$ cat config.mk
export PLATFORM = sky130hd
export DESIGN_NAME = vedic_mult_seq_flat
export DESIGN_NICKNAME = d
export VERILOG_FILES = /design/src/rtl/vedic_mult_seq_if.sv /design/src/rtl/vedic_mult_seq.sv /design/src/flat_wrapper.sv
export SDC_FILE = /design/constraint.sdc
export NUM_CORES = 1
export LEC_CHECK = 0
export CORE_MARGIN = 2
export CORE_UTILIZATION = 45
export DETAILED_ROUTE_END_ITERATION = 10
export PLACE_DENSITY = 0.65
export RECOVER_POWER = 25
export SLEW_MARGIN = 10
export SYNTH_ARGS = -nofsm -noshare
export SYNTH_HDL_FRONTEND = slang
export SYNTH_HIERARCHICAL = 1
export SYNTH_SLANG_ARGS = --single-unit
$ cat constraint.sdc
create_clock -name clk -period 9.3 [get_ports clk]
set_clock_uncertainty 0.05 [all_clocks]
set_input_delay 1.395 -clock clk [delete_from_list [all_inputs] [get_ports clk]]
set_output_delay 1.395 -clock clk [all_outputs]
set_load 0.01 [all_outputs]
$ cat src/rtl/vedic_mult_seq_if.sv
// Operand/result handshake bundle for vedic_mult_seq.
// master drives operands and out_ready; slave is the multiplier.
interface vedic_mult_seq_if #(
    parameter int unsigned WIDTH = 8
);
    logic                 in_valid;
    logic                 in_ready;
    logic [WIDTH-1:0]     in_a;
    logic [WIDTH-1:0]     in_b;
    logic                 in_signed;
    logic                 out_valid;
    logic                 out_ready;
    logic [2*WIDTH-1:0]   out_product;
    logic                 busy;

    modport master (
        output in_valid, in_a, in_b, in_signed, out_ready,
        input  in_ready, out_valid, out_product, busy
    );

    modport slave (
        input  in_valid, in_a, in_b, in_signed, out_ready,
        output in_ready, out_valid, out_product, busy
    );
endinterface

$ cat src/rtl/vedic_mult_seq.sv
// Sequential signed/unsigned WIDTH x WIDTH multiplier built around one
// recursive Urdhva-Tiryagbhyam (WIDTH/2)x(WIDTH/2) core reused over four quadrants.
module vedic_core #(
    parameter int unsigned N = 2
) (
    input  logic [N-1:0]   i_a,
    input  logic [N-1:0]   i_b,
    output logic [2*N-1:0] o_p
);
    generate
        if (N == 2) begin : g_cell
            logic w_c1, w_c2, w_k, w_t;
            assign w_c1 = i_a[1] & i_b[0];
            assign w_c2 = i_a[0] & i_b[1];
            assign w_k  = w_c1 & w_c2;
            assign w_t  = i_a[1] & i_b[1];
            assign o_p  = {w_t & w_k, w_t ^ w_k, w_c1 ^ w_c2, i_a[0] & i_b[0]};
        end else begin : g_split
            localparam int unsigned M  = N / 2;
            localparam int unsigned PW = 2 * N;
            logic [N-1:0]  w_ll, w_hl, w_lh, w_hh;
            logic [PW-1:0] w_t0, w_t1, w_t2, w_s, w_c;

            vedic_core #(.N(M)) u_ll (.i_a(i_a[M-1:0]), .i_b(i_b[M-1:0]), .o_p(w_ll));
            vedic_core #(.N(M)) u_hl (.i_a(i_a[N-1:M]), .i_b(i_b[M-1:0]), .o_p(w_hl));
            vedic_core #(.N(M)) u_lh (.i_a(i_a[M-1:0]), .i_b(i_b[N-1:M]), .o_p(w_lh));
            vedic_core #(.N(M)) u_hh (.i_a(i_a[N-1:M]), .i_b(i_b[N-1:M]), .o_p(w_hh));

            // Outer products never overlap, so they share one row of the 3:2 compressor.
            assign w_t0 = {w_hh, w_ll};
            assign w_t1 = PW'(w_hl) << M;
            assign w_t2 = PW'(w_lh) << M;
            assign w_s  = w_t0 ^ w_t1 ^ w_t2;
            assign w_c  = ((w_t0 & w_t1) | (w_t0 & w_t2) | (w_t1 & w_t2)) << 1;
            assign o_p  = w_s + w_c;
        end
    endgenerate
endmodule

module vedic_mult_seq #(
    parameter int unsigned WIDTH = 8
) (
    input  logic            clk,
    input  logic            rst_n,
    vedic_mult_seq_if.slave bus
);
    localparam int unsigned H  = WIDTH / 2;
    localparam int unsigned PW = 2 * WIDTH;

    typedef enum logic [1:0] {StIdle, StCalc, StDone} state_e;

    state_e          r_state;
    logic [1:0]      r_q;
    logic [H-1:0]    r_a_lo, r_a_hi, r_b_lo, r_b_hi;
    logic            r_neg;
    logic [PW-1:0]   r_acc;
    logic [PW-1:0]   r_product;

    logic [WIDTH-1:0] w_mag_a, w_mag_b;
    logic [H-1:0]     w_x, w_y;
    logic [WIDTH-1:0] w_pp;
    logic [PW-1:0]    w_pp_shifted;
    logic [PW-1:0]    w_sum;

    // -2^(WIDTH-1) negates to itself, which is the correct unsigned magnitude.
    assign w_mag_a = (bus.in_signed && bus.in_a[WIDTH-1]) ? -bus.in_a : bus.in_a;
    assign w_mag_b = (bus.in_signed && bus.in_b[WIDTH-1]) ? -bus.in_b : bus.in_b;

    assign w_x = r_q[0] ? r_a_hi : r_a_lo;
    assign w_y = r_q[1] ? r_b_hi : r_b_lo;

    vedic_core #(.N(H)) u_core (
        .i_a (w_x),
        .i_b (w_y),
        .o_p (w_pp)
    );

    always_comb begin
        w_pp_shifted = PW'(w_pp);
        unique case (r_q)
            2'd0:       w_pp_shifted = PW'(w_pp);
            2'd1, 2'd2: w_pp_shifted = PW'(w_pp) << H;
            2'd3:       w_pp_shifted = PW'(w_pp) << WIDTH;
            default:    w_pp_shifted = PW'(w_pp);
        endcase
    end

    assign w_sum = r_acc + w_pp_shifted;

    always_ff @(posedge clk or negedge rst_n) begin
        if (!rst_n) begin
            r_state   <= StIdle;
            r_q       <= 2'd0;
            r_a_lo    <= '0;
            r_a_hi    <= '0;
            r_b_lo    <= '0;
            r_b_hi    <= '0;
            r_neg     <= 1'b0;
            r_acc     <= '0;
            r_product <= '0;
        end else begin
            case (r_state)
                StIdle: begin
                    if (bus.in_valid) begin
                        {r_a_hi, r_a_lo} <= w_mag_a;
                        {r_b_hi, r_b_lo} <= w_mag_b;
                        r_neg   <= bus.in_signed & (bus.in_a[WIDTH-1] ^ bus.in_b[WIDTH-1]);
                        r_acc   <= '0;
                        r_q     <= 2'd0;
                        r_state <= StCalc;
                    end
                end
                StCalc: begin
                    r_acc <= w_sum;
                    r_q   <= r_q + 2'd1;
                    if (r_q == 2'd3) begin
                        r_product <= r_neg ? -w_sum : w_sum;
                        r_state   <= StDone;
                    end
                end
                StDone: begin
                    if (bus.out_ready) begin
                        r_state <= StIdle;
                    end
                end
                default: r_state <= StIdle;
            endcase
        end
    end

    assign bus.in_ready    = (r_state == StIdle);
    assign bus.out_valid   = (r_state == StDone);
    assign bus.busy        = (r_state != StIdle);
    assign bus.out_product = r_product;
endmodule
$ cat src/flat_wrapper.sv
// flat-port wrapper written by rule: the top's interface ports become plain ports
module vedic_mult_seq_flat 
#(
    parameter int unsigned WIDTH = 8
)
  (clk, rst_n, bus_in_valid, bus_in_a, bus_in_b, bus_in_signed, bus_out_ready, bus_in_ready, bus_out_valid, bus_out_product, bus_busy);
  vedic_mult_seq_if #(.WIDTH(WIDTH)) bus_i ();
  input  logic clk;
  input  logic rst_n;
  input wire logic [$bits(bus_i.in_valid)-1:0] bus_in_valid;
  input wire logic [$bits(bus_i.in_a)-1:0] bus_in_a;
  input wire logic [$bits(bus_i.in_b)-1:0] bus_in_b;
  input wire logic [$bits(bus_i.in_signed)-1:0] bus_in_signed;
  input wire logic [$bits(bus_i.out_ready)-1:0] bus_out_ready;
  output wire logic [$bits(bus_i.in_ready)-1:0] bus_in_ready;
  output wire logic [$bits(bus_i.out_valid)-1:0] bus_out_valid;
  output wire logic [$bits(bus_i.out_product)-1:0] bus_out_product;
  output wire logic [$bits(bus_i.busy)-1:0] bus_busy;
  assign bus_i.in_valid = bus_in_valid;
  assign bus_i.in_a = bus_in_a;
  assign bus_i.in_b = bus_in_b;
  assign bus_i.in_signed = bus_in_signed;
  assign bus_i.out_ready = bus_out_ready;
  assign bus_in_ready = bus_i.in_ready;
  assign bus_out_valid = bus_i.out_valid;
  assign bus_out_product = bus_i.out_product;
  assign bus_busy = bus_i.busy;
  vedic_mult_seq #(.WIDTH(WIDTH)) u_core (.clk(clk), .rst_n(rst_n), .bus(bus_i));
endmodule
# After elaboration in Yosys (flattened, before gate mapping)
# Cells that the tools add are included.
[totals]
in_bits = 21
out_inout_bits = 19
wordCells = 89
ff_bits = 53
[op_classes]
n_reduce_logical = 11
eq_ne = 8
addsub = 6
bitwise = 41
mux = 14
[op_table]
columns = ["cell", "count"]
rows = [
  ["case mux 16 bit (3 select lines)", 1],
  ["two-way mux 16 bit", 2],
  ["case mux 16 bit (2 select lines)", 1],
  ["AND 1 bit", 25],
  ["adder 16 bit", 1],
  ["two-way mux 8 bit", 2],
  ["negation 16 bit", 1],
  ["negation 8 bit", 2],
  ["XOR 8 x 6 -> 8 bit", 2],
  ["AND 7 x 6 -> 7 bit", 2],
  ["bitwise OR 7 bit", 2],
  ["XOR 1 bit", 9],
  ["adder 8 bit", 1],
  ["two-way mux 2 bit", 4],
  ["two-way mux 4 bit", 2],
  ["AND 6 bit", 1],
  ["equality test 2 bit (second input constant)", 3],
  ["case mux 2 bit (3 select lines)", 1],
  ["AND reduction 2 bit", 3],
  ["equality test 2 x 1 -> 1 bit (second input constant)", 2],
  ["logical NOT 2 bit", 2],
  ["!= test 2 bit (second input constant)", 2],
  ["case mux 2 bit (2 select lines)", 1],
  ["nonzero test 2 bit", 2],
  ["other kinds (5)", 6],
]

# Logic depth before layout (Yosys ltp)
# Gate-level depths: netlist of run 1.
[depth]
ltp_word = 12
ltp_mapped = 26

# Cells and area by module
# The synthesis of run 1 kept the hierarchy.
[by_module_without_submodules]
columns = ["module", "cells_per_inst", "area_each_um2", "seq_area_each_um2", "n_inst"]
rows = [
  ["vedic_mult_seq", 411, 3597.2, 1326.3, 1],
  ["vedic_core at u_core.u_core", 27, 249.0, 0.0, 1],
  ["vedic_core at u_core.u_core.g_split.u_hh ...", 6, 50.0, 0.0, 4],
]

# Worst setup path after synthesis of run 1
# Ideal clock, no wire load.
[synth_timing]
path_kind = "reg-to-reg"
start = "register u_core.r_q[0]"
end = "register u_core.r_product[14], in the netlist u_core/bus.out_product[14]"
setup_slack_ns = 3.659
setup_time_ns = 0.129
n_path_buf = 1
path_stages_with_launch = 26
t_required_ns = 9.121
arrival_time_ns = 5.461
synth_period_minus_slack_ns = 5.641
cell_sequence = "dfrtp_1 -> clkbuf_1 -> mux2_2 -> and2_1 -> ha_1 -> ha_1 -> inv_1 -> fa_1 -> inv_1 -> ha_1 -> inv_1 -> fa_1 -> nand2b_1 -> a21oi_2 -> xor2_1 -> a22o_1 -> ha_1 -> a21oi_1 -> and2_1 -> a221oi_2 -> nor2_1 -> xor2_1 -> or4b_4 -> o41ai_2 -> xnor2_1 -> o21ai_1"
[synth_between]
elab_chain_cells = 12
[synth_rtl]
columns = ["element", "line", "text"]
rows = [
  ["start: declaration", "vedic_mult_seq.sv:53", "logic [1:0] r_q;"],
  ["start signal: assignment", "vedic_mult_seq.sv:115", "r_q <= r_q + 2'd1;"],
  ["two-way mux 4 bit *", "vedic_mult_seq.sv:69", "assign w_x = r_q[0] ? r_a_hi : r_a_lo;"],
  ["net u_core.w_x[0]", "vedic_mult_seq.sv:60", "logic [H-1:0] w_x, w_y;"],
  ["AND 1 bit *", "vedic_mult_seq.sv:14", "assign w_c2 = i_a[0] & i_b[1];"],
  ["AND 1 bit *", "vedic_mult_seq.sv:15", "assign w_k = w_c1 & w_c2;"],
  ["XOR 1 bit *", "vedic_mult_seq.sv:17", "assign o_p = {w_t & w_k, w_t ^ w_k, w_c1 ^ w_c2, i_a[0] & i_b[0]};"],
  ["net u_core.u_core.g_split.w_ll[2]", "vedic_mult_seq.sv:21", "logic [N-1:0] w_ll, w_hl, w_lh, w_hh;"],
  ["AND 7 x 6 -> 7 bit", "vedic_mult_seq.sv:34", "assign w_c = ((w_t0 & w_t1) | (w_t0 & w_t2) | (w_t1 & w_t2)) << 1;"],
  ["bitwise OR 7 bit (2 in series)", "vedic_mult_seq.sv:34", ""],
  ["adder 8 bit *", "vedic_mult_seq.sv:35", "assign o_p = w_s + w_c;"],
  ["net u_core.w_pp[7]", "vedic_mult_seq.sv:61", "logic [WIDTH-1:0] w_pp;"],
  ["case mux 16 bit (3 select lines) *", "vedic_mult_seq.sv:80", "unique case (r_q)"],
  ["adder 16 bit *", "vedic_mult_seq.sv:88", "assign w_sum = r_acc + w_pp_shifted;"],
  ["negation 16 bit", "vedic_mult_seq.sv:117", "r_product <= r_neg ? -w_sum : w_sum;"],
  ["two-way mux 16 bit *", "vedic_mult_seq.sv:117", ""],
  ["end signal: assignment", "vedic_mult_seq.sv:117", ""],
  ["end: declaration", "vedic_mult_seq.sv:57", "logic [PW-1:0] r_product;"],
]
# Mark *: on every way through the listed nets, which the timed path passes. The rest lies on a longest branch.
# A chain may end at the register's enable or synchronous reset.

# Final worst setup path of run 1
[layout_timing]
start = "register u_core.r_q[1]"
end = "register u_core.r_product[14], in the netlist u_core/bus.out_product[14]"
[layout_between]
elab_chain_cells = 12
[layout_rtl]
columns = ["element", "line", "text"]
rows = [
  ["two-way mux 4 bit *", "vedic_mult_seq.sv:70", "assign w_y = r_q[1] ? r_b_hi : r_b_lo;"],
  ["net u_core.w_y[0]", "vedic_mult_seq.sv:60", ""],
  ["AND 1 bit *", "vedic_mult_seq.sv:13", "assign w_c1 = i_a[1] & i_b[0];"],
  ["AND 1 bit *", "vedic_mult_seq.sv:15", ""],
  ["XOR 1 bit *", "vedic_mult_seq.sv:17", ""],
  ["net u_core.u_core.g_split.w_ll[2]", "vedic_mult_seq.sv:21", ""],
  ["AND 7 x 6 -> 7 bit", "vedic_mult_seq.sv:34", ""],
  ["bitwise OR 7 bit (2 in series)", "vedic_mult_seq.sv:34", ""],
  ["adder 8 bit *", "vedic_mult_seq.sv:35", ""],
  ["net u_core.w_pp[7]", "vedic_mult_seq.sv:61", ""],
  ["case mux 16 bit (3 select lines) *", "vedic_mult_seq.sv:80", ""],
  ["adder 16 bit *", "vedic_mult_seq.sv:88", ""],
  ["negation 16 bit", "vedic_mult_seq.sv:117", ""],
  ["two-way mux 16 bit *", "vedic_mult_seq.sv:117", ""],
]
# Marked as above.

==> metrics.txt, run 1 <==
# TYPE chip_impl_metric gauge
chip_impl_metric{name="cts_hold_buf",unit=""} 0
chip_impl_info{name="ys.flop_type",value="sky130_fd_sc_hd__dfrtp_1"} 1
chip_impl_metric{name="total_die_area",unit="um^2"} 9770
chip_impl_metric{name="row_count",unit=""} 34
chip_impl_metric{name="synthArstFlopShare",unit="%"} 100
chip_impl_metric{name="wl_per_cell",unit="um"} 14.3
chip_impl_metric{name="multi_input_comb_area",unit="um^2"} 2570
chip_impl_metric{name="grt_pass1_vias",unit=""} 3065
chip_impl_metric{name="yosys_warnings",unit=""} 6
chip_impl_info{name="rsz0062_at_grt",value="false"} 1
chip_impl_metric{name="syn_inst",unit=""} 462
chip_impl_info{name="worstReg2RegEnd",value="u_core/bus.out_product[14]$_DFFE_PN0P_"} 1
chip_impl_metric{name="die_w",unit="um"} 98.8
chip_impl_metric{name="synth-seq-cells",unit=""} 53
chip_impl_info{name="final_cell_mix",value="sky130_fd_sc_hd__nand2_1 (66), sky130_fd_sc_hd__o21ai_0 (56), sky130_fd_sc_hd__dfrtp_1 (53)"} 1
chip_impl_metric{name="vdd_drop_max",unit="mV"} 0.222
chip_impl_metric{name="num-fill-cells",unit=""} 843
chip_impl_metric{name="layout.cells.non_filler",unit=""} 602
chip_impl_metric{name="post_route_cells_drive_above_1_share",unit="%"} 6.88
chip_impl_metric{name="worst-r2r-setup-slack",unit="ps"} 3230
chip_impl_metric{name="timing.critical_path.arrival",unit="ps"} 6200
chip_impl_info{name="hold_path.startpoint",value="u_core/r_b_hi[3]$_DFFE_PN0P_"} 1
chip_impl_metric{name="io_pins",unit=""} 40
chip_impl_info{name="outcome",value="complete, but fails checks"} 1
chip_impl_metric{name="tritoncts.num_buffers",unit=""} 5
chip_impl_metric{name="dp.final_hpwl",unit="um"} 6640
chip_impl_info{name="clock_tree.root_cell",value="sky130_fd_sc_hd__clkbuf_8"} 1
chip_impl_metric{name="final-max-slew-violation-count",unit=""} 54
chip_impl_metric{name="cts.htree.levels",unit=""} 2
chip_impl_metric{name="groute.usage.overall",unit="%"} 17.9
chip_impl_metric{name="setup-violations-final",unit=""} 0
chip_impl_metric{name="largest_net_degree_at_the_start_of_global_routing",unit=""} 54
chip_impl_metric{name="clockBufferDepth",unit=""} 2
chip_impl_info{name="tritoncts",value="done"} 1
chip_impl_metric{name="crit_fanout",unit=""} 7
chip_impl_metric{name="detail_route.first_pass.iterations",unit=""} 4
chip_impl_metric{name="vias",unit=""} 3270
chip_impl_metric{name="io_buffer_count",unit=""} 39
chip_impl_metric{name="syn_area",unit="um^2"} 4050
chip_impl_info{name="failed_checks",value="capacitance limit, slew limit"} 1
chip_impl_metric{name="register_area",unit="um^2"} 1330
chip_impl_metric{name="tightest_slew_margin_relative_to_the_limit",unit="%"} -94.2
chip_impl_metric{name="ctsResizeCount",unit=""} 0
chip_impl_metric{name="core",unit="um^2"} 8720
chip_impl_metric{name="cap_viol_max_count",unit=""} 1
chip_impl_metric{name="final.min_clock_period",unit="ps"} 6070
chip_impl_metric{name="diodes",unit=""} 0
chip_impl_info{name="critical_path.reg2reg.startpoint",value="u_core/r_q[1]$_DFFE_PN0P_"} 1
chip_impl_info{name="hold_path_class",value="reg -> reg"} 1
chip_impl_info{name="cp-end-kind",value="register"} 1
chip_impl_info{name="critPathSlowestCell",value="sky130_fd_sc_hd__or4b_4"} 1
chip_impl_metric{name="timing.fmax",unit="GHz"} 0.165
chip_impl_metric{name="place.gp.congestion",unit=""} 0.845
chip_impl_metric{name="final-hold-violation-count",unit=""} 0
chip_impl_metric{name="final_cell_area",unit="um^2"} 4640
chip_impl_metric{name="totalPowerFinal",unit="mW"} 1.80
chip_impl_metric{name="worst_skew_pair.late_latency",unit="ps"} 310
chip_impl_metric{name="postSynthAreaPerCell",unit="um^2"} 8.76
chip_impl_metric{name="number_of_enable_type_register_cells_in_the_synthesized_netlist",unit=""} 0
chip_impl_metric{name="number_of_nets_produced_by_synthesis",unit=""} 522
chip_impl_metric{name="area.growth.synth_to_final",unit="%"} 14.6
chip_impl_metric{name="post_cts_clock_slew_at_the_launch_and_capture_registers_of_the_worst_setup_and_hold_paths",unit="ps"} 110
chip_impl_metric{name="grt_first_pass_wirelength",unit="um"} 14500
chip_impl_metric{name="initial_core_util",unit="%"} 46.4
chip_impl_metric{name="totalWireLength",unit="um"} 8620
chip_impl_metric{name="pre_cts_ws",unit="ps"} 3270
chip_impl_info{name="min_delay_worst_endpoint",value="u_core/r_b_hi[3]$_DFFE_PN0P_"} 1
chip_impl_metric{name="place_inst",unit=""} 594
chip_impl_info{name="worst-setup-path-type",value="reg -> reg"} 1
chip_impl_metric{name="final_min_period_over_clock_period",unit="%"} 65.2
chip_impl_metric{name="numClockSinks",unit=""} 53
chip_impl_metric{name="number_of_antenna_violations_at_the_first_check_in_global_routing",unit=""} 0
chip_impl_metric{name="fp.dieH",unit="um"} 98.8
chip_impl_metric{name="initialDrtViolationCount",unit=""} 108
chip_impl_metric{name="hold-path-cell-count",unit=""} 2
chip_impl_metric{name="cp_data_required_time",unit="ps"} 9430
chip_impl_metric{name="post-route-drc-count",unit=""} 0
chip_impl_info{name="worst_setup_path_start_kind",value="register"} 1
chip_impl_metric{name="vias_per_cell",unit=""} 5.43
chip_impl_metric{name="placed_cell_area",unit="um^2"} 4520
chip_impl_metric{name="cpPeakStageDelay",unit="ps"} 540
chip_impl_metric{name="total_leakage_power",unit="nW"} 2.16
chip_impl_metric{name="synth_sequential_area_ratio",unit="%"} 32.8
chip_impl_metric{name="power-per-cell-area",unit="nW/um^2"} 389
chip_impl_metric{name="grt_remaining_overflow",unit=""} 0
chip_impl_metric{name="synth.lib_cells_used.distinct",unit=""} 52
chip_impl_info{name="cp_cell_sequence",value="mux2_2 > and2_1 > ha_1 > ha_1 > inv_1 > fa_1 > inv_1 > ha_1 > inv_1 > fa_1 > nand2b_1 > a21oi_2 > xor2_1 > a22o_1 > ha_1 > a21oi_1 > and2_1 > a221oi_2 > nor2_1 > xor2_1 > or4b_4 > o41ai_2 > xnor2_1 > o21ai_1"} 1
chip_impl_metric{name="number_of_buffers_added_for_setup_after_cts",unit=""} 0
chip_impl_metric{name="route.antenna.remaining_nets",unit=""} 0
chip_impl_metric{name="tightest_slew",unit="ps"} 2910
chip_impl_info{name="critical-path-top-cell-by-count",value="sky130_fd_sc_hd__ha_1"} 1
chip_impl_metric{name="nets",unit=""} 553
chip_impl_metric{name="setup_slack",unit="ps"} 3230
chip_impl_info{name="layout.cells.most_common",value="sky130_fd_sc_hd__nand2_1"} 1
chip_impl_metric{name="setup_tns",unit="ps"} 0
chip_impl_metric{name="r2r.worst_path.cells",unit=""} 24
-- metrics by stage --
step / hold WS (ps) / util (%)
floorplan: 394 / -
global placement: 412 / 51.8
detailed placement: 420 / 51.8
CTS: 443 / 53.2
global route: 465 / 53.2
finish: 438 / 53.2
-- critical path, delay by kind of cell, from the launching register on --
family / cells / cell delay (ps)
fa+ha+maj: 6 / 1810
compound gates: 6 / 1300
simple gates: 5 / 1170
xor+xnor: 3 / 530
flops: 1 / 490
mux: 1 / 400
buf+inv: 3 / 190
-- final cells by class --
class	count	share of cell area, %
inverter	23	1.86
sequential	53	28.6
timing repair buffer	41	8.55
clock buffer	6	1.78
multi-input combinational	369	55.4
clock inverter	2	0.890
tap	108	2.91
-- registers in the layout (all words and copies together), names as in the netlist --
register,count
u_core/bus.out_product,16
u_core/r_b_hi,4
u_core/r_b_lo,4
u_core/r_a_lo,4
u_core/r_a_hi,4
u_core/r_acc,16
u_core/r_neg,1
u_core/r_state,2
u_core/r_q,2
-- cell usage after synthesis, drive strengths merged, types with 2 or more instances --
cell type	number	area, um^2
mux2	8	90.1
inv	23	86.3
nor4	3	18.8
and2	24	150
and3	4	25.0
nand3	26	130
xor2	17	149
mux2i	3	30.0
or3	6	43.8
nand2	66	248
nor2	20	75.1
nor2b	4	25.0
o21ai	58	290
a22o	4	35.0
xnor2	25	219
a21oi	17	96.4
fa	6	120
o41ai	3	41.3
clkbuf	16	60.1
o31ai	5	51.3
dfrtp	53	1330
a211o	2	17.5
a22oi	6	55.1
ha	33	413
nand2b	4	25.0
nor3b	2	15.0
a21o	6	45.0
-- metal layers --
metal  part of all wire, %  GRT usage [%]  vias to the layer above
met5                     0              0                        -
met4                   1.5           4.53                        0
met3                   3.3           1.91                       12
met2                    47           29.8                       69
met1                    48           24.9                     1523
li1                      -              -                     1666
-- cell families after synthesis --
family                     count (synthesis)  synth area share, %
DFF                                       53                 32.8
AOI/OAI and AO/OA                        112                 18.0
adders and majority gates                 39                 13.2
and+or+nand+nor                          165                 20.2
buffers and inverters                     40                 3.74
xor gates and xnor gates                  42                 9.09
muxes                                     11                 2.97
-- where the power goes --
| group | total [mW] | internal, mW | switching, mW |
|---|---|---|---|
| Sequential | 0.392 | 0.327 | 0.0650 |
| Clock | 0.172 | 0.0896 | 0.0826 |
| Combinational | 1.24 | 0.520 | 0.718 |
-- how the worst max path moves through the flow --
stage | slack (ps) | from | cells after the start | to
floorplan | 3660 | u_core/r_q[0]$_DFFE_PN0P_ | 25 | u_core/bus.out_product[14]$_DFFE_PN0P_
global placement | 3490 | u_core/r_q[1]$_DFFE_PN0P_ | 24 | u_core/bus.out_product[14]$_DFFE_PN0P_
detailed placement | 3270 | u_core/r_q[1]$_DFFE_PN0P_ | 24 | u_core/bus.out_product[14]$_DFFE_PN0P_
CTS | 3260 | u_core/r_q[1]$_DFFE_PN0P_ | 24 | u_core/bus.out_product[14]$_DFFE_PN0P_
global route | 2790 | u_core/r_q[1]$_DFFE_PN0P_ | 24 | u_core/bus.out_product[14]$_DFFE_PN0P_
finish | 3230 | u_core/r_q[1]$_DFFE_PN0P_ | 24 | u_core/bus.out_product[14]$_DFFE_PN0P_
Power figures use the tool's default switching activity.
==> run 2, diff against run 1 <==
--- a/config.mk
+++ b/config.mk
@@ -8,7 +8,7 @@
 export CORE_MARGIN = 2
 export CORE_UTILIZATION = 45
 export DETAILED_ROUTE_END_ITERATION = 10
-export PLACE_DENSITY = 0.65
+export PLACE_DENSITY = 0.68
 export RECOVER_POWER = 25
 export SLEW_MARGIN = 10
 export SYNTH_ARGS = -nofsm -noshare
==> constraint.sdc (replaced) <==
create_clock -name clk -period 5 [get_ports clk]
set_clock_uncertainty 0.05 [all_clocks]
set_input_delay 0.75 -clock clk [delete_from_list [all_inputs] [get_ports clk]]
set_output_delay 0.75 -clock clk [all_outputs]
set_load 0.01 [all_outputs]
==> run 2 against run 1 <==
  * The run ends with capacitance limit, slew limit, setup timing left
  * Sequential share of layout area is 4.2 points lower
  * Non-clock buffer count is 63 higher
  * Sequential power is 91% higher
  * Hold slack better by 0.56 ps
  * Clock power is 42% higher
  * Critical path depth is 1 lower
  * Die area stayed put
  * Setup slack worse by 3700 ps
  * Via count is 9.9% higher
  * Global-route usage is 3.1 points higher
  * First-iteration DRC count is 31% higher
  * Core utilization is 9.2 points higher
  * Critical endpoint is now u_core/bus.out_product[15]$_DFFE_PN0P_
  * Largest cell class unchanged
  * Largest power group unchanged
==> metrics.txt, run 2 (same netlist as run 1, synthesis figures left out) <==
# TYPE chip_impl_metric gauge
chip_impl_info{name="outcome",value="complete, but fails checks"} 1
chip_impl_info{name="failed_checks",value="capacitance limit, slew limit, setup timing"} 1
chip_impl_info{name="hold_path_class",value="reg -> reg"} 1
chip_impl_metric{name="largest_net_degree_at_the_start_of_global_routing",unit=""} 54
chip_impl_info{name="hold_path.startpoint",value="u_core/r_b_lo[3]$_DFFE_PN0P_"} 1
chip_impl_metric{name="row_count",unit=""} 34
chip_impl_metric{name="total_leakage_power",unit="nW"} 2.52
chip_impl_metric{name="post_cts_clock_slew_at_the_launch_and_capture_registers_of_the_worst_setup_and_hold_paths",unit="ps"} 100
chip_impl_metric{name="detail_route.first_pass.iterations",unit=""} 5
chip_impl_metric{name="clockBufferDepth",unit=""} 2
chip_impl_info{name="tritoncts",value="done"} 1
chip_impl_info{name="worst-setup-path-type",value="reg -> reg"} 1
chip_impl_info{name="worst_setup_path_start_kind",value="register"} 1
chip_impl_metric{name="core",unit="um^2"} 8720
chip_impl_info{name="critPathSlowestCell",value="sky130_fd_sc_hd__or4b_4"} 1
chip_impl_metric{name="tightest_slew",unit="ps"} 2850
chip_impl_metric{name="vias",unit=""} 3595
chip_impl_metric{name="initial_core_util",unit="%"} 46.4
chip_impl_metric{name="num-fill-cells",unit=""} 732
chip_impl_metric{name="cp_data_required_time",unit="ps"} 5130
chip_impl_metric{name="timing.critical_path.arrival",unit="ps"} 5560
chip_impl_metric{name="post-route-drc-count",unit=""} 0
chip_impl_metric{name="grt_remaining_overflow",unit=""} 0
chip_impl_info{name="critical_path.reg2reg.startpoint",value="u_core/r_q[0]$_DFFE_PN0P_"} 1
chip_impl_info{name="critical-path-top-cell-by-count",value="sky130_fd_sc_hd__ha_4"} 1
chip_impl_metric{name="hold-path-cell-count",unit=""} 2
chip_impl_metric{name="setup-violations-final",unit=""} 10
chip_impl_info{name="cp_cell_sequence",value="mux2_4 > and2_4 > ha_4 > ha_4 > fa_1 > ha_4 > inv_2 > fa_2 > nand2b_4 > a21oi_2 > xor2_1 > a22o_1 > ha_4 > buf_6 > a21oi_2 > and2_4 > a221oi_4 > nor2_1 > xor2_1 > or4b_4 > o41ai_4 > xnor2_1 > o21ai_1"} 1
chip_impl_metric{name="grt_first_pass_wirelength",unit="um"} 16800
chip_impl_metric{name="critPathBufInv",unit=""} 2
chip_impl_metric{name="numClockSinks",unit=""} 53
chip_impl_info{name="timing.critical_path.max_delay_family",value="adder cells"} 1
chip_impl_info{name="worstReg2RegEnd",value="u_core/bus.out_product[15]$_DFFE_PN0P_"} 1
chip_impl_metric{name="total_die_area",unit="um^2"} 9770
chip_impl_metric{name="cts.htree.levels",unit=""} 2
chip_impl_metric{name="worst_skew_pair.late_latency",unit="ps"} 310
chip_impl_metric{name="crit_fanout",unit=""} 7
chip_impl_info{name="rsz0062_at_grt",value="true"} 1
chip_impl_metric{name="timing.fmax",unit="GHz"} 0.184
chip_impl_metric{name="final.min_clock_period",unit="ps"} 5430
chip_impl_metric{name="vdd_drop_max",unit="mV"} 0.482
chip_impl_metric{name="power-per-cell-area",unit="nW/um^2"} 802
chip_impl_metric{name="setup_slack",unit="ps"} -435
chip_impl_metric{name="fp.dieH",unit="um"} 98.8
chip_impl_metric{name="r2r.worst_path.cells",unit=""} 23
chip_impl_metric{name="die_w",unit="um"} 98.8
chip_impl_metric{name="worst-r2r-setup-slack",unit="ps"} -430
chip_impl_metric{name="area.growth.synth_to_final",unit="%"} 34.4
chip_impl_metric{name="final-max-slew-violation-count",unit=""} 54
chip_impl_metric{name="final_min_period_over_clock_period",unit="%"} 109
chip_impl_metric{name="route.antenna.remaining_nets",unit=""} 0
chip_impl_metric{name="cap_viol_max_count",unit=""} 1
chip_impl_info{name="clock_tree.root_cell",value="sky130_fd_sc_hd__clkbuf_8"} 1
chip_impl_metric{name="tightest_slew_margin_relative_to_the_limit",unit="%"} -90.0
chip_impl_metric{name="dp.final_hpwl",unit="um"} 7450
chip_impl_metric{name="diodes",unit=""} 0
chip_impl_metric{name="wl_per_cell",unit="um"} 15.0
chip_impl_metric{name="vias_per_cell",unit=""} 5.41
chip_impl_metric{name="totalPowerFinal",unit="mW"} 4.36
chip_impl_metric{name="grt_pass1_vias",unit=""} 3609
chip_impl_metric{name="number_of_antenna_violations_at_the_first_check_in_global_routing",unit=""} 0
chip_impl_metric{name="groute.usage.overall",unit="%"} 21.0
chip_impl_metric{name="io_pins",unit=""} 40
chip_impl_metric{name="io_buffer_count",unit=""} 39
chip_impl_metric{name="pre_cts_ws",unit="ps"} -565
chip_impl_metric{name="totalWireLength",unit="um"} 9980
chip_impl_metric{name="initialDrtViolationCount",unit=""} 141
chip_impl_metric{name="place.gp.congestion",unit=""} 0.835
chip_impl_info{name="final_cell_mix",value="sky130_fd_sc_hd__nand2_1 (65), sky130_fd_sc_hd__buf_4 (61), sky130_fd_sc_hd__dfrtp_1 (51)"} 1
chip_impl_metric{name="post_route_cells_drive_above_1_share",unit="%"} 26.8
chip_impl_metric{name="final-hold-violation-count",unit=""} 0
chip_impl_info{name="layout.cells.most_common",value="sky130_fd_sc_hd__nand2_1"} 1
chip_impl_metric{name="cts_hold_buf",unit=""} 0
chip_impl_metric{name="whs",unit="ps"} 439
chip_impl_info{name="cp-end-kind",value="register"} 1
chip_impl_metric{name="nets",unit=""} 616
chip_impl_info{name="min_delay_worst_endpoint",value="u_core/r_b_lo[3]$_DFFE_PN0P_"} 1
chip_impl_metric{name="cpPeakStageDelay",unit="ps"} 550
chip_impl_metric{name="tritoncts.num_buffers",unit=""} 5
-- run 2: where the power goes --
part	leakage [nW]	total (mW)	switching (mW)	internal [mW]
clock	0.0444	0.245	0.148	0.0973
sequential	0.678	0.747	0.136	0.610
combinational	1.80	3.37	1.66	1.71
-- run 2: area by class of cell --
cell class / count / area, um^2 / share of cell area (%)
Clock buffer: 5 / 68.8 / 1.27
Sequential cell: 53 / 1330 / 24.4
Inverter: 23 / 86.3 / 1.59
Tap cell: 108 / 135 / 2.49
Multi-Input combinational cell: 369 / 2920 / 53.8
Timing Repair Buffer: 104 / 881 / 16.2
Clock inverter: 2 / 13.8 / 0.253
-- run 2: worst max-delay path by stage --
stage / from / endpoint / slack, ps / cells after the start
floorplan: u_core/r_q[0]$_DFFE_PN0P_ / u_core/bus.out_product[15]$_DFFE_PN0P_ / -220 / 25
finish: u_core/r_q[0]$_DFFE_PN0P_ / u_core/bus.out_product[15]$_DFFE_PN0P_ / -430 / 23
detailed placement: u_core/r_q[0]$_DFFE_PN0P_ / u_core/bus.out_product[12]$_DFFE_PN0P_ / -570 / 21
CTS: u_core/r_q[0]$_DFFE_PN0P_ / u_core/bus.out_product[15]$_DFFE_PN0P_ / -460 / 22
global route: u_core/r_q[0]$_DFFE_PN0P_ / u_core/bus.out_product[15]$_DFFE_PN0P_ / -630 / 21
global placement: u_core/r_q[0]$_DFFE_PN0P_ / u_core/bus.out_product[12]$_DFFE_PN0P_ / -390 / 21
-- run 2: per-layer routing --
layer / vias to the layer above / wire [um] / global-route usage (%)
met3: 14 / 337 / 2.55
met4: 0 / 142 / 6.85
met2: 77 / 5150 / 37.1
met5: - / 0 / 0
met1: 1716 / 4350 / 26.5
li1: 1788 / - / -
-- run 2: worst min-delay path: stages, from the launching register on --
cell and delay [ps]:
sky130_fd_sc_hd__dfrtp_1 350, sky130_fd_sc_hd__nand2_1 50, sky130_fd_sc_hd__o21ai_0 60
-- run 2: repair_timing --
action                     CTS  global route
buffers inserted            10             7
resized for setup           22            27
pin swaps                   16            24
setup endpoints to repair   13            14
-- run 2: metrics by stage --
stage          utilization, %  setup TNS, ps  instances  instance area [um^2]
3_5_place_dp             57.7          -3900        640                  5030
2_1_floorplan               -           -731        462                  4220
6_report                 62.3          -2380        664                  5440
5_1_grt                  62.3          -4920        664                  5440
4_1_cts                  60.7          -2630        657                  5300
3_3_place_gp             57.7          -2530        640                  5030
